[src/rtl/digit_scan_display.sv]
// digit_scan_display: multiplexed 4-digit common-anode 7-segment driver with
// frame-coherent snapshot, per-digit blink, colon and anti-ghost guard blanking.
module digit_scan_display #(
    parameter int SCAN_DIV  = 50000,
    parameter int GUARD     = 2,
    parameter int BLINK_DIV = 128,
    parameter int LZ_BLANK  = 1
) (
    input  logic       clkin,
    input  logic       reset,
    input  logic [3:0] hTens,
    input  logic [3:0] hUnits,
    input  logic [3:0] mTens,
    input  logic [3:0] mUnits,
    input  logic [3:0] blink_en,
    input  logic       colon_en,
    output logic [6:0] seg,
    output logic       dp,
    output logic [3:0] an
);
    localparam int PW = $clog2(SCAN_DIV);
    localparam int FW = $clog2(BLINK_DIV + 1);
    logic [PW-1:0] presc;
    logic [1:0]    idx;
    logic [FW-1:0] frame;
    logic          phase;
    logic [15:0]   snap;
    logic          tick, wrap, active, blank, frame_end;
    logic [3:0]    digit, an_n;
    logic [6:0]    seg_n;

    assign tick      = presc == PW'(SCAN_DIV - 1);
    assign wrap      = tick && idx == 2'd3;
    assign frame_end = frame == FW'(BLINK_DIV - 1);
    assign digit     = snap[{idx, 2'b00} +: 4];

    generate
        if (GUARD == 0) begin : g_noguard
            assign active = 1'b1;
        end else begin : g_guard
            assign active = presc >= PW'(GUARD);
        end
    endgenerate

    // Blink and leading-zero suppression both just keep the anode off
    assign blank = (blink_en[idx] && phase) ||
                   (LZ_BLANK != 0 && idx == 2'd3 && snap[15:12] == 4'd0);
    assign an_n  = (active && !blank) ? ~(4'b0001 << idx) : 4'b1111;

    always_comb begin
        seg_n = 7'h3F;
        case (digit)
            4'd0: seg_n = 7'h40;
            4'd1: seg_n = 7'h79;
            4'd2: seg_n = 7'h24;
            4'd3: seg_n = 7'h30;
            4'd4: seg_n = 7'h19;
            4'd5: seg_n = 7'h12;
            4'd6: seg_n = 7'h02;
            4'd7: seg_n = 7'h78;
            4'd8: seg_n = 7'h00;
            4'd9: seg_n = 7'h10;
            default: seg_n = 7'h3F;
        endcase
    end

    always_ff @(posedge clkin or posedge reset) begin
        if (reset) begin
            presc <= '0;
            idx   <= '0;
            frame <= '0;
            phase <= 1'b0;
            snap  <= '0;
            an    <= 4'b1111;
            seg   <= 7'h7F;
            dp    <= 1'b1;
        end else begin
            presc <= tick ? '0 : presc + 1'b1;
            if (tick)
                idx <= idx + 1'b1;
            // One coherent time per frame: capture all digits together at frame start
            if (wrap) begin
                snap  <= {hTens, hUnits, mTens, mUnits};
                frame <= frame_end ? '0 : frame + 1'b1;
                if (frame_end)
                    phase <= ~phase;
            end
            an  <= an_n;
            seg <= seg_n;
            dp  <= !(idx == 2'd2 && colon_en && !phase && active);
        end
    end
endmodule

[config.mk]
export PLATFORM = sky130hd
export DESIGN_NAME = digit_scan_display
export DESIGN_NICKNAME = d
export VERILOG_FILES = /design/src/rtl/digit_scan_display.sv
export SDC_FILE = /design/constraint.sdc
export NUM_CORES = 1
export LEC_CHECK = 0
export CAP_MARGIN = 10
export CORE_ASPECT_RATIO = 2
export CORE_MARGIN = 5
export CORE_UTILIZATION = 40
export DETAILED_ROUTE_END_ITERATION = 7
export DONT_BUFFER_PORTS = 1
export GPL_ROUTABILITY_DRIVEN = 1
export SKIP_LAST_GASP = 1
export SYNTH_ARGS = -nofsm -noshare
export SYNTH_HDL_FRONTEND = slang
export SYNTH_SLANG_ARGS = --single-unit
[constraint.sdc]
create_clock -name clkin -period 5.9 [get_ports clkin]
set_clock_uncertainty 0.15 [all_clocks]
set_input_delay 0.885 -clock clkin [delete_from_list [all_inputs] [get_ports clkin]]
set_output_delay 0.885 -clock clkin [all_outputs]
set_load 0.02 [all_outputs]
==> impl_results.md, run 1 <==
- Tcrit/Tclk final: 42.96%
- HP Class: reg2reg
- Critical path arrival: 2.56 ns
- Maximum vdd drop: 124.4 uV
- Critical path class: reg2reg
- Mapped Area: 0.002728 sq mm
- CTS max path bufs: 2
- Setup-failing EPs final: 0
- Max-cap violations: 0
- Clk_lat worst skew: 0.30 ns
- TritonCTS clock tree: built
- Total congestion overflow: 0
- Initial antenna violation count: 0
- Core area: 0.006621 sq mm
- Post-DP Area: 0.002796 sq mm
- Min Tclk post-route: 2.535 ns
- Status: complete, no violations
- Asr flop ratio synth: 100.0%
- Nature of the critical path startpoint: flop
- Hold Violations, Final: 0
- Most common cell after layout, fill and taps aside: dfrtp_1
- Post-synth EDFFs: 0
- Die X: 68.39 um
- Routability cong.: 0.7408
- Post-route ant nets: 0
- Largest net degree at the start of global routing: 56
- Clock sinks: 55
- Post-synthesis register bit count: 55
- # hold bufs at CTS: 0
- CTS clock-pin slew for the worst setup and hold paths: 0.07 ns
- PortBufs: 0
- Leakage: 1.259 nW
- Avg WL per Cell: 18.14 um
- Placed instance count: 308
- Syn nets: 264
- Post-CTS Setup Repair Bufs: 0
- Synth unique cells: 41
- IO Count: 35
- Total Power: 804.6 uW
- Max Slew Vio Count: 0
- Syn Area/Cell: 11.91 sq um
- CTS H-tree lvls: 2
- Post-Layout Inst Area: 0.002989 sq mm
- Total routed wirelength: 5.733 mm
- Critical Path Sink Type: flop
- Layout cells sized above 1: 22.81%
- Pre-antenna DRT Iters: 6
- Register area share after synthesis: 51.01%
- Post-layout utilization of the core: 45.14%
- First-pass GRT wire length: 9.377 mm
- # rows: 42
- CTS buffer count: 5
- Non-Filler Instances: 316
- F_max: 394.5 MHz
- Root Buffer: clkbuf_16
- Unrepaired setup endpoints after global routing: no
- Post-synth top flop: dfrtp_1
- Initial core utilization: 41.19%
- Hpwl dp: 4.320 mm
- Post-Route Setup TNS: 0 ns
- GRT Util Overall: 14.76%
- Worst EP required: 5.93 ns
- Area Overhead vs Synth: 9.587%
- Flop-to-flop setup slack: 3.37 ns
- Rel. slew slack: 50.10%
- Nets@finish: 262
- Vias in the first global route: 1929
- PwrDens: 269.2 mW/mm^2
- Die area: 0.008670 sq mm
- Via count of the routed design: 1718
- Vert. Die Dim: 126.8 um
- Vias per std cell: 5.437
- First DRT Iteration DRCs: 80
- Yosys warnings: 0
- Worst Max-Slew Pin Slew: 0.7458 ns
- Commonest non-fill, non-tap cells in the layout: dfrtp_1 (43), mux2_2 (18), nor2_1 (16)
- Post-cts sizing count: 0
- Worst-path fanout max: 9
- Post-Synthesis Cells: 229
- DRC viols: 0
- ANT cells: 0
-- cell families (layout without fill, tap and decap cells) --
logic type                 Yosys count  count (layout)  synth area share [%]
and+or+nand+nor                     77              77                 16.74
DFF                                 55              55                 51.01
AOI/OAI and AO/OA                   27              27                 6.744
muxes                               24              24                 11.97
buffers and inverters               18              17                 2.890
xor gates and xnor gates            16              16                 5.138
adders and majority gates           12              12                 5.504
-- stage by stage --
stage | worst slack, ns | hold WS (ns)
floorplan | 3.542 | 0.3048
global placement | 3.378 | 0.3302
detailed placement | 3.338 | 0.3307
CTS | 3.331 | 0.3446
global route | 3.199 | 0.3506
finish | 3.365 | 0.3395
-- critical path, stage by stage (launching register included) --
cell      delay (ns)
dfrtp_1         0.66
ha_1            0.41
nand2b_1        0.08
or4_1           0.56
nor3_2          0.22
mux2_1          0.34
-- registers in the layout (all words and copies together) (netlist names) --
register  count
an            4
phase         1
seg           7
presc        16
dp            1
frame         8
snap         16
idx           2
-- power by group --
| group | leakage (nW) | switching (mW) | internal, mW |
|---|---|---|---|
| sequential | 0.675 | 0.0111 | 0.390 |
| combinational | 0.493 | 0.0168 | 0.0112 |
| clock | 0.0900 | 0.132 | 0.243 |
| total | 1.26 | 0.160 | 0.644 |
-- cell usage after synthesis, types with 8 or more instances --
cell type | number | area (sq um)
mux2_2 | 18 | 202.7
inv_1 | 8 | 30.03
xnor2_1 | 8 | 70.07
nor2_1 | 16 | 60.06
ha_1 | 12 | 150.1
nand2_1 | 11 | 41.29
xor2_1 | 8 | 70.07
nand3_1 | 11 | 55.05
dfstp_2 | 12 | 315.3
a21oi_1 | 8 | 40.04
dfrtp_1 | 43 | 1076
-- metal layers --
metal  track usage [%]  share of wire [%]  wire length [um]
met1             12.99                 33              1907
met2             28.56                 61              3489
met3             2.743                2.4               135
met4             8.206                3.5               201
met5                 0                  0                 0
-- area by class of cell --
cell class | instances | area [sq um]
Clock inverter | 3 | 67.56
Multi-Input combinational cell | 156 | 1257
Timing Repair Buffer | 1 | 7.507
Fill cell | 625 | 3632
Tap cell | 88 | 110.1
Sequential cell | 55 | 1391
Inverter | 8 | 30.03
Clock buffer | 5 | 125.1
-- path summary, 6_finish.rpt --
path                       cells past startpoint      from       end
setup / recovery                               5    idx[0]  frame[7]
hold / removal                                 1  frame[4]  frame[4]
setup reg to reg                               5    idx[0]  frame[7]
hold reg to reg                                1  frame[4]  frame[4]
max in group asynchronous                      2     reset    idx[1]
min in group asynchronous                      2     reset  snap[13]
(Power assumes the default switching activity.)
==> run 2: changes to the inputs <==
==> constraint.sdc (replaced) <==
create_clock -name clkin -period 2.2 [get_ports clkin]
set_clock_uncertainty 0.15 [all_clocks]
set_input_delay 0.33 -clock clkin [delete_from_list [all_inputs] [get_ports clkin]]
set_output_delay 0.33 -clock clkin [all_outputs]
set_load 0.02 [all_outputs]
==> impl_results.md, run 2 (synthesis gave the netlist of run 1 again) <==
- Status: complete, no violations
- First-pass GRT wire length: 9.363 mm (-0.15%)
- CP max stage cell: or4_4
- Root Buffer: clkbuf_16
- Critical path class: reg2reg
- Nets@finish: 279 (+6.5%)
- Clock power share: 40.1% (-6.6 points)
- Non-Filler Instances: 333 (+5.4%)
- GRT Util Overall: 14.85% (+0.091 points)
- Placed instance count: 322 (+4.5%)
- Largest regs: presc x16, snap x16, frame x8
- F_max: 461.6 MHz (+17%)
- PwrDens: 624.6 mW/mm^2 (+130%)
- Vias per std cell: 5.483 (+0.86%)
- # rows: 42 (unchanged)
- Min Tclk post-route: 2.166 ns (-0.3684 ns)
- Tcrit/Tclk final: 98.47% (+56 points)
- Clk_lat worst skew: 0.29 ns (about the same)
- Clock sinks: 55 (unchanged)
- Total Power: 1.934 mW (+140%)
- HP Class: in2reg
- Post-Route Setup TNS: 0 ns (unchanged)
- Worst EP required: 2.23 ns (-3.70 ns)
- Part of the power in registers: 55.6% (+5.7 points)
- Core area: 0.006621 sq mm (unchanged)
- Buf/Inv on CP: 0 (unchanged)
- CTS H-tree lvls: 2 (unchanged)
- CTS buffer count: 5 (unchanged)
- Initial antenna violation count: 0 (unchanged)
- Area taken by flip-flops and latches: 0.001391 sq mm (unchanged)
- Comb power frac: 4.3% (+0.8 points)
- ANT cells: 0 (unchanged)
- Worst-path cell chain: or4_4 -> or4_4 -> nor3_2 -> mux2_1
- Design internal power: 1.502 mW (+130%)
- Layout cells sized above 1: 27.76% (+4.9 points)
- Total congestion overflow: 0 (unchanged)
- Avg WL per Cell: 17.26 um (-4.9%)
- Total routed wirelength: 5.748 mm (+0.26%)
- Most frequent CP cell: or4_4
- CTS clock-pin slew for the worst setup and hold paths: 0.07 ns (about the same)
- Largest net degree at the start of global routing: 56 (unchanged)
- DRC viols: 0 (unchanged)
- Worst-path fanout max: 7 (-2)
- Post-cts sizing count: 0 (unchanged)
- Critical Path Sink Type: flop
- Switching Share: 22.34% (+2.4 points)
- Hold Violations, Final: 0 (unchanged)
- Critical path arrival: 2.20 ns (-0.36 ns)
- Psw: 432.1 uW (+170%)
- Rel. slew slack: 61.56% (+11 points)
- TritonCTS clock tree: built
- CTS max path bufs: 2 (unchanged)
- Leakage: 1.331 nW (+5.8%)
- Maximum vdd drop: 318.5 uV (+160%)
- IO Count: 35 (unchanged)
- Worst Max-Slew Pin Slew: 0.5714 ns (-0.1744 ns)
- Pre-antenna DRT Iters: 4 (-2)
- Die area: 0.008670 sq mm (unchanged)
- Vert. Die Dim: 126.8 um (unchanged)
- Most common cell after layout, fill and taps aside: dfrtp_1
- Nature of the critical path startpoint: flop
- Max-cap violations: 0 (unchanged)
- Post-route ant nets: 0 (unchanged)
- Max Slew Vio Count: 0 (unchanged)
- Footprint of the multi-input gates: 0.001261 sq mm (+0.30%)
- Hpwl dp: 4.514 mm (+4.5%)
- Die X: 68.39 um (unchanged)
- Area Overhead vs Synth: 13.53%
- PortBufs: 0 (unchanged)
- First DRT Iteration DRCs: 90 (+13%)
- Unrepaired setup endpoints after global routing: yes
- Largest delay contributor family on the critical path: simple AND/OR/NAND/NOR gates
- Initial core utilization: 41.19% (unchanged)
- Via count of the routed design: 1826 (+6.3%)
- Routability cong.: 0.7412 (about the same)
- Filler Cells Inserted: 644 (+3.0%)
- Setup-failing EPs final: 0 (unchanged)
- Worst path max stage delay: 0.54 ns (-0.12 ns)
- Vias in the first global route: 1913 (-0.83%)
- Commonest non-fill, non-tap cells in the layout: dfrtp_1 (43), mux2_2 (18), nor2_1 (16)
[run 2: changes by cell type in the layout (fill, tap and decap cells not counted)]
| cell | change |
|---|---|
| buf_12 | +2 |
| buf_4 | +14 |
| bufinv_16 | -2 |
| clkbuf_1 | +1 |
| clkinv_2 | +1 |
| dlygate4sd3_1 | +1 |
| or4_1 | -1 |
| or4_4 | +1 |
[run 2: power by group through the flow]
stage	Combinational (mW)	Clock (mW)	Sequential, mW
after floorplan	0.0597	0	1.09
after global placement	0.0827	0	1.09
after detailed placement	0.0848	0	1.10
after CTS	0.0868	0.799	1.08
after global routing	0.0958	0.830	1.08
final	0.0836	0.775	1.08
[run 2: final cells by class]
type	instances	share of cell area (%)
Sequential cell	55	44.93
Clock buffer	6	4.162
Timing Repair Buffer	18	5.253
Clock inverter	2	0.4040
Tap cell	88	3.556
Inverter	8	0.9697
Multi-Input combinational cell	156	40.73
[run 2: per-layer routing]
metal,global-route usage (%),wire length [um]
met1,13.11,1822
met3,2.832,183
met4,9.730,285
met5,0,0
met2,27.94,3455
[run 2: worst paths after layout]
path,startpoint,to,slack [ns],cells past startpoint
min in group asynchronous,reset,snap[4],0.38,3
max reg2reg,presc[10],frame[7],0.03,4
min reg2reg,presc[10],presc[10],0.34,1
min,mUnits[1],snap[1],0.03,1
max,presc[10],frame[7],0.03,4
max in group asynchronous,reset,dp,1.21,3
[run 2: what timing repair did]
| item | in CTS | in global routing |
|---|---|---|
| setup endpoints to repair | 1 | 2 |
| endpoints found under the hold margin | 43 | 0 |
| setup buffers | 2 | 0 |
| hold buffers | 1 | 0 |
| pin swaps | 1 | 0 |
[run 2: per-stage QoR]
step / cell area [sq um] / hold WS, ns / utilization, % / worst slack (ns)
floorplan: 2738 / 0.3048 / - / 0.007297
global placement: 2930 / 0.1409 / 44.26 / 0.04933
detailed placement: 2930 / 0.1476 / 44.26 / -0.009709
CTS: 3097 / 0.02540 / 46.77 / 0.02357
global route: 3097 / 0.02725 / 46.77 / -0.01932
finish: 3097 / 0.02954 / 46.77 / 0.03359
==> run 3: changes to the inputs <==
==> constraint.sdc (replaced) <==
create_clock -name clkin -period 2.55 [get_ports clkin]
set_clock_uncertainty 0.15 [all_clocks]
set_input_delay 0.3825 -clock clkin [delete_from_list [all_inputs] [get_ports clkin]]
set_output_delay 0.3825 -clock clkin [all_outputs]
set_load 0.02 [all_outputs]
==> impl_results.md, run 3 (synthesis gave the netlist of run 1 again) <==
- Via count of the routed design: 1794 (-1.8%)
- IO Count: 35 (unchanged)
- Met2 Track Usage GR: 28.45% (+0.51 points)
- Leakage: 1.290 nW (-3.1%)
- Routability cong.: 0.7589 (+2.4%)
- Setup WS pre-CTS: 0.1697 ns (+0.1794 ns)
- Pre-antenna DRT Iters: 4 (unchanged)
- TritonCTS clock tree: built
- Vert. Die Dim: 126.8 um (unchanged)
- Setup-failing EPs final: 0 (unchanged)
- DRC viols: 0 (unchanged)
- Worst path max stage delay: 0.57 ns (+0.03 ns)
- Worst-path cell chain: or4_4 -> or4_1 -> buf_4 -> o31ai_1 -> o31ai_1
- Critical Path Sink Type: flop
- Total routed wirelength: 5.735 mm (-0.23%)
- Worst r2r src: presc[11]
- CTS max path bufs: 2 (unchanged)
- Worst-path fanout max: 5 (-2)
- F_max: 423.2 MHz (-8.3%)
- CTS clock-pin slew for the worst setup and hold paths: 0.07 ns (about the same)
- Root Buffer: clkbuf_16
- Status: complete, no violations
- CTS H-tree lvls: 2 (unchanged)
- Post-Layout Inst Area: 0.003029 sq mm (-2.2%)
- Largest regs: presc x16, snap x16, frame x8
- Post-DP Area: 0.002856 sq mm (-2.5%)
- Critical path arrival: 2.38 ns (+0.18 ns)
- Area Overhead vs Synth: 11.06%
- Core area: 0.006621 sq mm (unchanged)
- Final worst slack: 0.1871 ns (+0.1535 ns)
- Nets@finish: 271 (-2.9%)
- Clock sinks: 55 (unchanged)
- Critical path class: reg2reg
- Post-cts sizing count: 0 (unchanged)
- Total congestion overflow: 0 (unchanged)
- Grt peak-use layer: met2
- Met3 Use GR: 2.920% (+0.088 points)
- First DRT Iteration DRCs: 98 (+8.9%)
- Max-cap violations: 0 (unchanged)
- Die area: 0.008670 sq mm (unchanged)
- Layout cells sized above 1: 25.00% (-2.8 points)
- HP Class: in2reg
- # rows: 42 (unchanged)
- CP max stage cell: or4_4
- Unrepaired setup endpoints after global routing: no
- Met1 Resource Use GR: 12.84% (-0.28 points)
- Hold_sp: mTens[1]
- Initial core utilization: 41.19% (unchanged)
- Hpwl dp: 4.663 mm (+3.3%)
- Post-CTS Setup Repair Bufs: 0 (-2)
- Vias in the first global route: 1955 (+2.2%)
- Initial antenna violation count: 0 (unchanged)
- Post-layout utilization of the core: 45.75% (-1.0 points)
- Largest net degree at the start of global routing: 22 (-61%)
- Critical path origin: presc[11]
- PortBufs: 0 (unchanged)
- Min Tclk post-route: 2.363 ns (+0.1965 ns)
- Worst Max-Slew Pin Slew: 0.6201 ns (+0.04867 ns)
- Hold Violations, Final: 0 (unchanged)
- CTS buffer count: 5 (unchanged)
- Avg WL per Cell: 17.70 um (+2.5%)
- Most common cell after layout, fill and taps aside: dfrtp_1
- # hold bufs at CTS: 1 (unchanged)
- PwrDens: 577.8 mW/mm^2 (-7.5%)
- Hold_ws: 0.08778 ns (+0.05825 ns)
- ANT cells: 0 (unchanged)
- Most frequent CP cell: o31ai_1
- GRT Util Overall: 14.96% (+0.11 points)
- First-pass GRT wire length: 9.522 mm (+1.7%)
- Rel. slew slack: 58.28% (-3.3 points)
- Total Power: 1.750 mW (-9.5%)
- Worst EP required: 2.56 ns (+0.33 ns)
- Nature of the critical path startpoint: flop
- Post-route ant nets: 0 (unchanged)
- Flop-to-flop setup slack: 0.19 ns (+0.15 ns)
- Post-Route Setup TNS: 0 ns (unchanged)
- Non-Filler Instances: 324 (-2.7%)
- Commonest non-fill, non-tap cells in the layout: dfrtp_1 (43), mux2_2 (18), nor2_1 (16)
- Vias per std cell: 5.537 (+0.98%)
- Placed instance count: 316 (-1.9%)
- Clk_lat worst skew: 0.29 ns (about the same)
- Maximum vdd drop: 517.7 uV (+63%)
- Die X: 68.39 um (unchanged)
- Max Slew Vio Count: 0 (unchanged)
- Tcrit/Tclk final: 92.66% (-5.8 points)
## run 3: cell types whose count changed in the layout (fill, tap and decap cells not counted)
cell / before / now
buf_12: 2 / 0
buf_4: 15 / 9
bufinv_16: 0 / 1
clkbuf_1: 1 / 0
clkinv_2: 1 / 0
or4_1: 2 / 3
or4_4: 2 / 1
## run 3: path summary, 6_finish.rpt
kind,endpoint,depth (start not counted)
worst max-delay path,frame[3],5
worst max register to register,frame[3],5
worst min-delay path,snap[5],1
max in group asynchronous,an[3],3
worst min register to register,presc[10],1
min in group asynchronous,frame[4],2
## run 3: layer usage
metal  up-vias  wire length, um
met5         -                0
met4         0              289
met3        12              159
met2        37             3434
met1       906             1851
li1        839                -
## run 3: critical path, delay by kind of cell, from the launching register on
family,cells,cell delay [ns]
and+or+nand+nor,2,1.13
DFF,1,0.43
AOI/OAI and AO/OA,2,0.34
buffers and inverters,1,0.19
## run 3: layout make-up
class / instances / area, sq um
clock inverter: 2 / 37.54
tap: 88 / 110.1
clock buffer: 5 / 125.1
multi-input combinational: 156 / 1257
inverter: 8 / 30.03
fill: 607 / 3592
sequential: 55 / 1391
timing repair buffer: 10 / 77.57
## run 3: power by group
part	leakage [nW]	internal (mW)	switching (mW)
logic	0.539	0.0279	0.0391
clock network	0.0759	0.458	0.298
registers	0.675	0.902	0.0249
total	1.29	1.39	0.362
